==> src/rtl/vec_magnitude_seq_pkg.sv <==
// Shared types and constants for the sequential vector-magnitude unit.
package vec_mag_pkg;

   // Top-level sequencing states.
   typedef enum logic [1:0] {
      IDLE = 2'd0,
      SQ   = 2'd1,
      ROOT = 2'd2,
      PUB  = 2'd3
   } state_t;

   // Operation select encodings.
   localparam logic MODE_MAG = 1'b0;
   localparam logic MODE_SSQ = 1'b1;

   // Result width: x^2 + y^2 of two W-bit operands needs 2W+1 bits.
   function automatic int calc_rw(input int w);
      return 2 * w + 1;
   endfunction

endpackage

==> src/rtl/vec_magnitude_seq_if.sv <==
// Start/busy/done handshake bundle between requester and the magnitude unit.
interface vec_magnitude_seq_if
   import vec_mag_pkg::*;
#(
   parameter int W = 8
);
   localparam int RW = calc_rw(W);

   logic          start;
   logic          mode;
   logic [W-1:0]  x;
   logic [W-1:0]  y;
   logic          busy;
   logic          done;
   logic [RW-1:0] result;

   modport master (output start, mode, x, y, input busy, done, result);
   modport slave  (input start, mode, x, y, output busy, done, result);

endinterface

==> src/rtl/vec_magnitude_seq_squarer.sv <==
// Serial shift-add squarer: one multiplier bit per enabled cycle, LSB first.
// Runs all W steps regardless of operand value so latency never varies.
module serial_squarer #(
   parameter int W = 8
) (
   input  logic           clk,
   input  logic           rst_n,
   input  logic           load,
   input  logic           en,
   input  logic [W-1:0]   operand,
   output logic [2*W-1:0] square
);
   logic [2*W-1:0] mcand_r;
   logic [W-1:0]   mplier_r;
   logic [2*W-1:0] acc_r;

   // Capture the operand on load, then accumulate one partial product per enabled cycle.
   always_ff @(posedge clk or negedge rst_n) begin
      if (!rst_n) begin
         mcand_r  <= '0;
         mplier_r <= '0;
         acc_r    <= '0;
      end else if (load) begin
         mcand_r  <= {{W{1'b0}}, operand};
         mplier_r <= operand;
         acc_r    <= '0;
      end else if (en) begin
         if (mplier_r[0]) begin
            acc_r <= acc_r + mcand_r;
         end else begin
            acc_r <= acc_r;
         end
         mcand_r  <= {mcand_r[2*W-2:0], 1'b0};
         mplier_r <= {1'b0, mplier_r[W-1:1]};
      end else begin
         acc_r <= acc_r;
      end
   end

   assign square = acc_r;

endmodule

==> src/rtl/vec_magnitude_seq.sv <==
// Multi-cycle vector magnitude: floor(sqrt(x^2+y^2)) or x^2+y^2.
// Squaring takes W cycles, the restoring root W+1 cycles, then one publish cycle.
module vec_magnitude_seq
   import vec_mag_pkg::*;
#(
   parameter int W = 8
) (
   input  logic                clk,
   input  logic                rst_n,
   vec_magnitude_seq_if.slave  bus
);
   localparam int RW = calc_rw(W);
   localparam int CW = $clog2(W + 2);

   state_t          state_r;
   logic [CW-1:0]   cnt_r;
   logic            mode_r;
   logic            busy_r;
   logic            done_r;
   logic [RW-1:0]   result_r;
   logic [W+2:0]    rem_r;
   logic [W:0]      root_r;

   logic            sq_load_s;
   logic            sq_en_s;
   logic [2*W-1:0]  sqx_s;
   logic [2*W-1:0]  sqy_s;
   logic [RW-1:0]   ssq_s;
   logic [2*W+1:0]  rad_s;
   logic [1:0]      pair_s;
   logic [W+2:0]    rem_sh_s;
   logic [W+2:0]    trial_s;

   // Operands are latched into the squarers on the accept edge only.
   assign sq_load_s = (state_r == IDLE) && bus.start;
   assign sq_en_s   = (state_r == SQ);

   serial_squarer #(.W(W)) u_sq_x (
      .clk     (clk),
      .rst_n   (rst_n),
      .load    (sq_load_s),
      .en      (sq_en_s),
      .operand (bus.x),
      .square  (sqx_s)
   );

   serial_squarer #(.W(W)) u_sq_y (
      .clk     (clk),
      .rst_n   (rst_n),
      .load    (sq_load_s),
      .en      (sq_en_s),
      .operand (bus.y),
      .square  (sqy_s)
   );

   // Sum of squares, radicand pair selection and the trial subtraction operands.
   always_comb begin
      ssq_s = RW'(sqx_s) + RW'(sqy_s);
      rad_s = {1'b0, ssq_s};
      if (cnt_r <= CW'(W)) begin
         pair_s = rad_s[2 * (W - int'(cnt_r)) +: 2];
      end else begin
         pair_s = 2'b00;
      end
      rem_sh_s = {rem_r[W:0], pair_s};
      trial_s  = {root_r, 2'b01};
   end

   // Sequencer with registered handshake outputs and the inline root datapath.
   always_ff @(posedge clk or negedge rst_n) begin
      if (!rst_n) begin
         state_r  <= IDLE;
         cnt_r    <= '0;
         mode_r   <= MODE_MAG;
         busy_r   <= 1'b0;
         done_r   <= 1'b0;
         result_r <= '0;
         rem_r    <= '0;
         root_r   <= '0;
      end else begin
         case (state_r)
            IDLE: begin
               done_r <= 1'b0;
               if (bus.start) begin
                  mode_r  <= bus.mode;
                  busy_r  <= 1'b1;
                  cnt_r   <= '0;
                  rem_r   <= '0;
                  root_r  <= '0;
                  state_r <= SQ;
               end
            end
            SQ: begin
               if (cnt_r == CW'(W - 1)) begin
                  cnt_r   <= '0;
                  state_r <= (mode_r == MODE_SSQ) ? PUB : ROOT;
               end else begin
                  cnt_r <= cnt_r + CW'(1);
               end
            end
            ROOT: begin
               if (rem_sh_s >= trial_s) begin
                  rem_r  <= rem_sh_s - trial_s;
                  root_r <= {root_r[W-1:0], 1'b1};
               end else begin
                  rem_r  <= rem_sh_s;
                  root_r <= {root_r[W-1:0], 1'b0};
               end
               if (cnt_r == CW'(W)) begin
                  cnt_r   <= '0;
                  state_r <= PUB;
               end else begin
                  cnt_r <= cnt_r + CW'(1);
               end
            end
            PUB: begin
               result_r <= (mode_r == MODE_SSQ) ? ssq_s : RW'(root_r);
               done_r   <= 1'b1;
               busy_r   <= 1'b0;
               state_r  <= IDLE;
            end
            default: begin
               state_r <= IDLE;
               busy_r  <= 1'b0;
               done_r  <= 1'b0;
            end
         endcase
      end
   end

   assign bus.busy   = busy_r;
   assign bus.done   = done_r;
   assign bus.result = result_r;

endmodule

==> src/flat_wrapper.sv <==
// flat-port wrapper written by rule: the top's interface ports become plain ports
module vec_magnitude_seq_flat import vec_mag_pkg::*;
#(
   parameter int W = 8
)
  (clk, rst_n, bus_start, bus_mode, bus_x, bus_y, bus_busy, bus_done, bus_result);
  vec_magnitude_seq_if #(.W(W)) bus_i ();
  input  logic clk;
  input  logic rst_n;
  input wire logic [$bits(bus_i.start)-1:0] bus_start;
  input wire logic [$bits(bus_i.mode)-1:0] bus_mode;
  input wire logic [$bits(bus_i.x)-1:0] bus_x;
  input wire logic [$bits(bus_i.y)-1:0] bus_y;
  output wire logic [$bits(bus_i.busy)-1:0] bus_busy;
  output wire logic [$bits(bus_i.done)-1:0] bus_done;
  output wire logic [$bits(bus_i.result)-1:0] bus_result;
  assign bus_i.start = bus_start;
  assign bus_i.mode = bus_mode;
  assign bus_i.x = bus_x;
  assign bus_i.y = bus_y;
  assign bus_busy = bus_i.busy;
  assign bus_done = bus_i.done;
  assign bus_result = bus_i.result;
  vec_magnitude_seq #(.W(W)) u_core (.clk(clk), .rst_n(rst_n), .bus(bus_i));
endmodule
==> config.mk <==
export PLATFORM = sky130hd
export DESIGN_NAME = vec_magnitude_seq_flat
export DESIGN_NICKNAME = d
export VERILOG_FILES = /design/src/rtl/vec_magnitude_seq_pkg.sv /design/src/rtl/vec_magnitude_seq_if.sv /design/src/rtl/vec_magnitude_seq_squarer.sv /design/src/rtl/vec_magnitude_seq.sv /design/src/flat_wrapper.sv
export SDC_FILE = /design/constraint.sdc
export NUM_CORES = 1
export LEC_CHECK = 0
export ABC_AREA = 1
export CAP_MARGIN = 20
export CORE_UTILIZATION = 40
export CTS_BUF_LIST = sky130_fd_sc_hd__clkbuf_16
export DETAILED_ROUTE_END_ITERATION = 6
export PLACE_DENSITY = 0.64
export RECOVER_POWER = 100
export SLEW_MARGIN = 20
export SYNTH_ARGS = -nofsm -noshare
export SYNTH_HDL_FRONTEND = slang
export SYNTH_SLANG_ARGS = --single-unit
==> constraint.sdc <==
create_clock -name clk -period 3.8 [get_ports clk]
set_input_delay 0.95 -clock clk [delete_from_list [all_inputs] [get_ports clk]]
set_output_delay 0.95 -clock clk [all_outputs]
set_load 0.05 [all_outputs]
# Word level (Yosys, flattened, before mapping)
# Cells that the tools add are included.
[classes] mul=0 order_cmp=2 n_bitwise=0 n_addsub=6 div_mod_pow=0 n_eq_ne=8 mux=34 n_shift=1 reduce_logical=15
[ops] cell="$mux 16" n=10
[ops] cell="$pmux 9 s2" n=2
[ops] cell="$add 16x16->16" n=2
[ops] cell="$mux 8" n=4
[ops] cell="$shiftx 18x32->2" n=1
[ops] cell="$mux 9" n=3
[ops] cell="$add 16x16->17" n=1
[ops] cell="$mux 17" n=1
[ops] cell="$mux 4" n=3
[ops] cell="$pmux 4 s3" n=1
[ops] cell="$reduce_and 2->1" n=6
[ops] cell="$ge 11x11->1" n=1
[ops] cell="$reduce_bool 2->1" n=5
[ops] cell="$sub 9x9->9" n=1
[ops] cell="$mux 2" n=4
[ops] cell="$pmux 2 s4" n=1
[ops] cell="$sub 4x4->5 const A" n=1
[ops] cell="$add 4x1->4 const B" n=1
[ops] cell="$eq 2x2->1 const B" n=2
[ops] cell="$eq 4x3->1 const B" n=1
[ops] cell="$eq 4x4->1 const B" n=1
[ops] cell="$le 4x4->1 const B" n=1
[ops] cell="$ne 2x2->1 const B" n=2
[ops] cell="$pmux 1 s2" n=2
[ops] cell="7 further kinds" n=9
[totals] register_bits=124 latch_bits=0 input_bits=20 output_inout_bits=19 ramBits=0 n_memories=0 word_cells=80 romBits=0

# Longest topological paths before layout
[logic_depth] word_depth=6 depth_mapped=23

# By module
# Synthesis repeated with hierarchy kept, for this count alone.
[unflattened] cells_unflattened=1223 hier_area_um2=8684.6
[modules_own_cells] mod="serial_squarer" cells_each=341 n_inst=2 seq_area_each_um2=1001.0 area_per_inst_um2=2512.4
[modules_own_cells] mod="vec_magnitude_seq" cells_each=541 n_inst=1 seq_area_each_um2=1101.1 area_per_inst_um2=3659.8

# Worst setup path after synthesis
# Ideal clock, no wire load.
[synth_path] kind="reg-to-reg" start="reg u_core.u_sq_y.acc_r[0] (netlist: u_core.u_sq_y.square[0])" end="reg u_core.rem_r[8]" slack_ns=0.868 required_time_ns=3.679 path_buffers=0 setup_ns=0.121 stages_incl_launch_ff=21 arrival_ns=2.811 period_less_slack_ns=2.932 cell_sequence="dfrtp_1 ha_1 fa_1 nand3_1 nand3_1 nand2_1 nand4_1 nand3_1 nand2_1 nor2_1 nand2_1 nand2_1 nand2_2 ha_1 o21ai_0 nand2_1 o311ai_0 xor2_1 nand2_1 nand2_1 o21ai_1"
[synth_between] elab_chain_len=6 elab_cells_between_ends=7 classes_between="2 x add/sub; 1 x order compare; 1 x shift; 3 x mux"
[synth_rtl] element="start: declaration" line="vec_magnitude_seq_squarer.sv:15" rtl="logic [2*W-1:0] acc_r;"
[synth_rtl] element="start signal: assignment" line="vec_magnitude_seq_squarer.sv:29" rtl="acc_r <= acc_r + mcand_r;"
[synth_rtl] element="start signal: assignment" line="vec_magnitude_seq_squarer.sv:31" rtl="acc_r <= acc_r;"
[synth_rtl] element="start signal: assignment" line="vec_magnitude_seq_squarer.sv:36" rtl="acc_r <= acc_r;"
[synth_rtl] element="$add 16x16->17 (*)" line="vec_magnitude_seq.sv:58" rtl="ssq_s = RW'(sqx_s) + RW'(sqy_s);"
[synth_rtl] element="$shiftx 18x32->2 (*)" line="vec_magnitude_seq.sv:61" rtl="pair_s = rad_s[2 * (W - int'(cnt_r)) +: 2];"
[synth_rtl] element="$mux 2 (*)" line="vec_magnitude_seq.sv:60" rtl="if (cnt_r <= CW'(W)) begin"
[synth_rtl] element="$sub 9x9->9 or $ge 11x11->1 (tied branches)" line="vec_magnitude_seq.sv:103, vec_magnitude_seq.sv:102"
[synth_rtl] element="$mux 9 (*)" line="vec_magnitude_seq.sv:102" rtl="if (rem_sh_s >= trial_s) begin"
[synth_rtl] element="$pmux 9 s2 (*)" line="vec_magnitude_seq.sv:81" rtl="case (state_r)"
[synth_rtl] element="end signal: assignment" line="vec_magnitude_seq.sv:103" rtl="rem_r <= rem_sh_s - trial_s;"
[synth_rtl] element="end signal: assignment" line="vec_magnitude_seq.sv:106" rtl="rem_r <= rem_sh_s;"
[synth_rtl] element="end: declaration" line="vec_magnitude_seq.sv:21" rtl="logic [W+2:0] rem_r;"
# Mark *: on every way between the ends. The rest lies on a longest branch, timed or not.
# A chain may end at the register's enable or synchronous reset.

# Final worst setup path
[layout_path] start="reg u_core.u_sq_y.acc_r[0] (netlist: u_core.u_sq_y.square[0])" end="reg u_core.rem_r[2]"
# Same word-level chain as after synthesis.

==> out/results.tsv <==
stage	metric	value	unit
final_layout	Fillers	2038	
floorplanning	Die Y-Extent	145.2	um
synth	post-synthesis mux area share	0	%
worst_setup_path	Worst Setup EP	u_core.rem_r[2]$_DFFE_PN0P_	
final_layout	nets	1230	
global_routing	total track usage	20.73	%
cts	Worst-path clk slew	0.06	ns
hold_path	hold crit path type	flip-flop to flip-flop	
global_routing	initial antenna violation count	0	
route	DR vias	7425	
worst_setup_path	critical path type	flip-flop to flip-flop	
synth	Async SR Flop Fraction	100.0	%
cts	Num Clock Sinks	124	
global_routing	GR Util met3	3.899	%
cts	worst skew pair latency	0.43	ns
cts	CTS Buf Count	17	
worst_setup_path	Setup crit start	u_core.u_sq_y.square[0]$_DFFE_PN0P_	
power	pwr dens	989.3	nW/um^2
worst_setup_path	r2r worst-path depth	18	
cts	Root Buffer	clkbuf_16	
floorplanning	Die ar.	21080	um^2
cts	H-tree levels	4	
sta	period utilization	89.16	%
synth	Post-synth EDFFs	0	
sta	Worst Skew	0.01112	ns
global_routing	first-pass GRT wire length	35020	um
synth	area leader, netlist	dfrtp_1	
sta	RSZ-0062 raised after global routing	false	
cts	Hold Buf Count CTS	0	
worst_setup_path	Startpoint Class	flip-flop	
outcome	failing checks	capacitance limit, slew limit	
route	vias per inst	5.203	
worst_setup_path	reg-to-reg slack, setup	0.41	ns
floorplanning	top-level I/O count	39	
synth	Main synth FF type	dfrtp_1	
cts	Max Buffers Root-to-Sink	2	
synth	Yosys top cell area share	37.84	%
power	clock share of power	17.8	%
synth	synth top area cells	dfrtp_1, nand2_1, ha_1	
final_layout	most common cell after layout, fill and taps aside	nand2_1	
final_layout	most frequent cells in the layout	nand2_1, inv_1, dfrtp_1, o21ai_0, nor2_1	
power	Comb pwr share	56.7	%
route	initial DRC count	566	
global_routing	largest net degree at the start of global routing	79	
worst_setup_path	Worst EP required	4.15	ns
sta	Final min period	3.388	ns
power	Pleak	4.726	nW
synth	Synth Area per Inst	7.428	um^2
synth	main combinational cell family by area after synthesis	simple AND/OR/NAND/NOR gates	
cts	Post-CTS Resized	0	
synth	area fraction in compound gates after synthesis	15.50	%
sta	Slew Limit Headroom	-11.76	%
worst_setup_path	worst r2r src	u_core.u_sq_y.square[0]$_DFFE_PN0P_	
sta	final hold viol count	0	
power	peak supply drop	597.7	uV
floorplanning	Cell Rows	52	
worst_setup_path	FF-to-FF End	u_core.rem_r[2]$_DFFE_PN0P_	
sta	fin. max-slew vios	65	
final_layout	antenna cells	0	
synth	synthesized net count	1190	
flow_run	maxcap violations	1	
route	routed length per instance	14.83	um
route	Initial DRT Pass Iterations	5	
final_layout	Area growth syn-to-layout	15.32	%
power	Internal	4.792	mW
final_layout	layout cells sized above 1	5.445	%
global_routing	Most Used Layer, Global Route	met2	
power	sequential fraction of design power	25.5	%
worst_setup_path	crit-path max FO	15	
sta	Worst Tran Pin Value	1.676	ns
global_routing	met1 Use GR	29.10	%
outcome	status	complete, but fails checks	
sta	Total Neg Setup Slack	0	ns
floorplanning	core area	20170	um^2
synth	Synth Instances	1104	
worst_setup_path	Worst setup EP type	flip-flop	
synth	Synth Area in Simple Gates	26.30	%
sta	Final setup viols	0	
floorplanning	Die Wd	145.2	um
floorplanning	Initial Util	40.66	%
synth	Netlist cell types	46	
power	switching share of power	48.77	%
placement	DP HPWL	15240	um
placement	PortBufs	38	
global_routing	met2 global-route usage	32.69	%
synth	Seq/Total Area, Yosys	37.84	%
sta	fmax	295.2	MHz
cts	Post-CTS Setup Inserts	0	
synth	mapped cell area	8200	um^2
synth	post-synthesis adder-cell area fraction	10.34	%
synth	Synth Register Bits	124	
power	Tot Pwr	9.355	mW
placement	GPL Wtd Cong	0.9149	
hold_path	Worst Hold Launch	u_core.bus.result[13]$_DFFE_PN0P_	
route	post-route ant nets	0	
cts	TritonCTS clock tree	done	
synth	XOR/XNOR Fraction of Synth Area	2.136	%
synth	YS warnings	0	
global_routing	number of global-route vias before repair	6950	
worst_setup_path	critical path arrival	3.73	ns
route	residual DRC count	0	
power	switching power	4.563	mW
global_routing	grt ovf	0	
route	final wirelength	21160	um
-- critical path: stages, from the launching register on --
cell and delay [ns]:
dfrtp_1 0.40, ha_1 0.26, fa_1 0.43, nand3_1 0.11, nand3_1 0.13, nand2_1 0.11, nand3_1 0.11, nand3b_1 0.10
nand2_1 0.10, a21oi_1 0.15, nor2_1 0.07, nand2_2 0.10, inv_1 0.10, ha_1 0.20, nand3_1 0.23, nand3_2 0.37
nand2_1 0.15, nand2_1 0.05, o21ai_0 0.15
-- routing by layer --
layer / wire length [um] / part of all wire (%) / vias up
met5: 0 / 0 / -
met2: 9603 / 45 / 145
met4: 204 / 0.96 / 0
met3: 846 / 4.0 / 12
li1: - / - / 3772
met1: 10510 / 50 / 3496
-- stage by stage --
| step | instances | hold WS [ns] | utilization [%] | setup WS, ns | instance area, um^2 |
|---|---|---|---|---|---|
| floorplan | 1104 | 0.4479 | - | 0.8680 | 8200 |
| detailed placement | 1395 | 0.4732 | 44.14 | 0.5613 | 8904 |
| global route | 1427 | 0.4961 | 46.89 | 0.1289 | 9457 |
| finish | 1427 | 0.4772 | 46.89 | 0.4119 | 9457 |
| CTS | 1427 | 0.4886 | 47.10 | 0.5522 | 9499 |
| global placement | 1395 | 0.4672 | 44.14 | 0.5828 | 8904 |
-- area by class of cell --
| class | instances | area (um^2) | area share [%] |
|---|---|---|---|
| Inverter | 137 | 516.7 | 5.464 |
| Multi-Input combinational cell | 813 | 4439 | 46.94 |
| Tap cell | 270 | 337.8 | 3.572 |
| Timing Repair Buffer | 51 | 464.2 | 4.909 |
| Clock inverter | 15 | 170.2 | 1.799 |
| Sequential cell | 124 | 3103 | 32.81 |
| Clock buffer | 17 | 425.4 | 4.499 |
-- cells by family (layout without fill, tap and decap cells) --
family,count (synthesis),count (layout)
and+or+nand+nor,494,494
AOI/OAI and AO/OA,233,233
buffers and inverters,167,220
adders and majority gates,66,66
DFF,124,124
xor gates and xnor gates,20,20
-- synthesized netlist by cell type, types with 3 or more instances --
library cell  count
dfrtp_1         124
nand2_2           7
nor2_1          100
a21oi_1          80
o22ai_1          13
inv_1           133
clkbuf_1         27
o311ai_0          3
o31ai_1           5
nor3_1            7
nand3_1          88
and2_1            4
ha_1             63
xor2_1           16
nand2_1         252
nand3_2           8
nand4_1          16
xnor2_1           4
o21ai_1           6
o21ai_0         105
fa_1              3
o211ai_1          6
-- state kept, by name, summed over array words and instances (netlist names) --
name,count
u_core.rem_r,9
u_core.cnt_r,4
u_core.u_sq_y.mplier_r,8
u_core.bus.result,17
u_core.u_sq_x.mcand_r,16
u_core.bus.done,1
u_core.u_sq_x.square,16
u_core.state_r,2
u_core.mode_r,1
u_core.u_sq_x.mplier_r,8
u_core.u_sq_y.square,16
u_core.bus.busy,1
u_core.u_sq_y.mcand_r,16
u_core.root_r,9
-- power by group through the flow --
stage / Sequential (mW) / Clock, mW / Combinational, mW
global placement: 2.39 / 0 / 5.27
detailed placement: 2.40 / 0 / 5.33
global route: 2.46 / 1.74 / 6.01
CTS: 2.38 / 1.69 / 5.39
floorplan: 2.50 / 0 / 3.88
finish: 2.38 / 1.67 / 5.31
-- worst min path at each step --
stage	to	slack, ns	cells past startpoint
after floorplan	u_core.u_sq_x.mplier_r[7]$_DFFE_PN0P_	0.45	2
after global placement	u_core.bus.result[8]$_DFFE_PN0P_	0.47	2
after detailed placement	u_core.u_sq_x.mplier_r[7]$_DFFE_PN0P_	0.47	2
after CTS	u_core.bus.result[13]$_DFFE_PN0P_	0.49	2
after global routing	u_core.bus.result[13]$_DFFE_PN0P_	0.50	2
final	u_core.bus.result[13]$_DFFE_PN0P_	0.48	2
(Power assumes the default switching activity.)
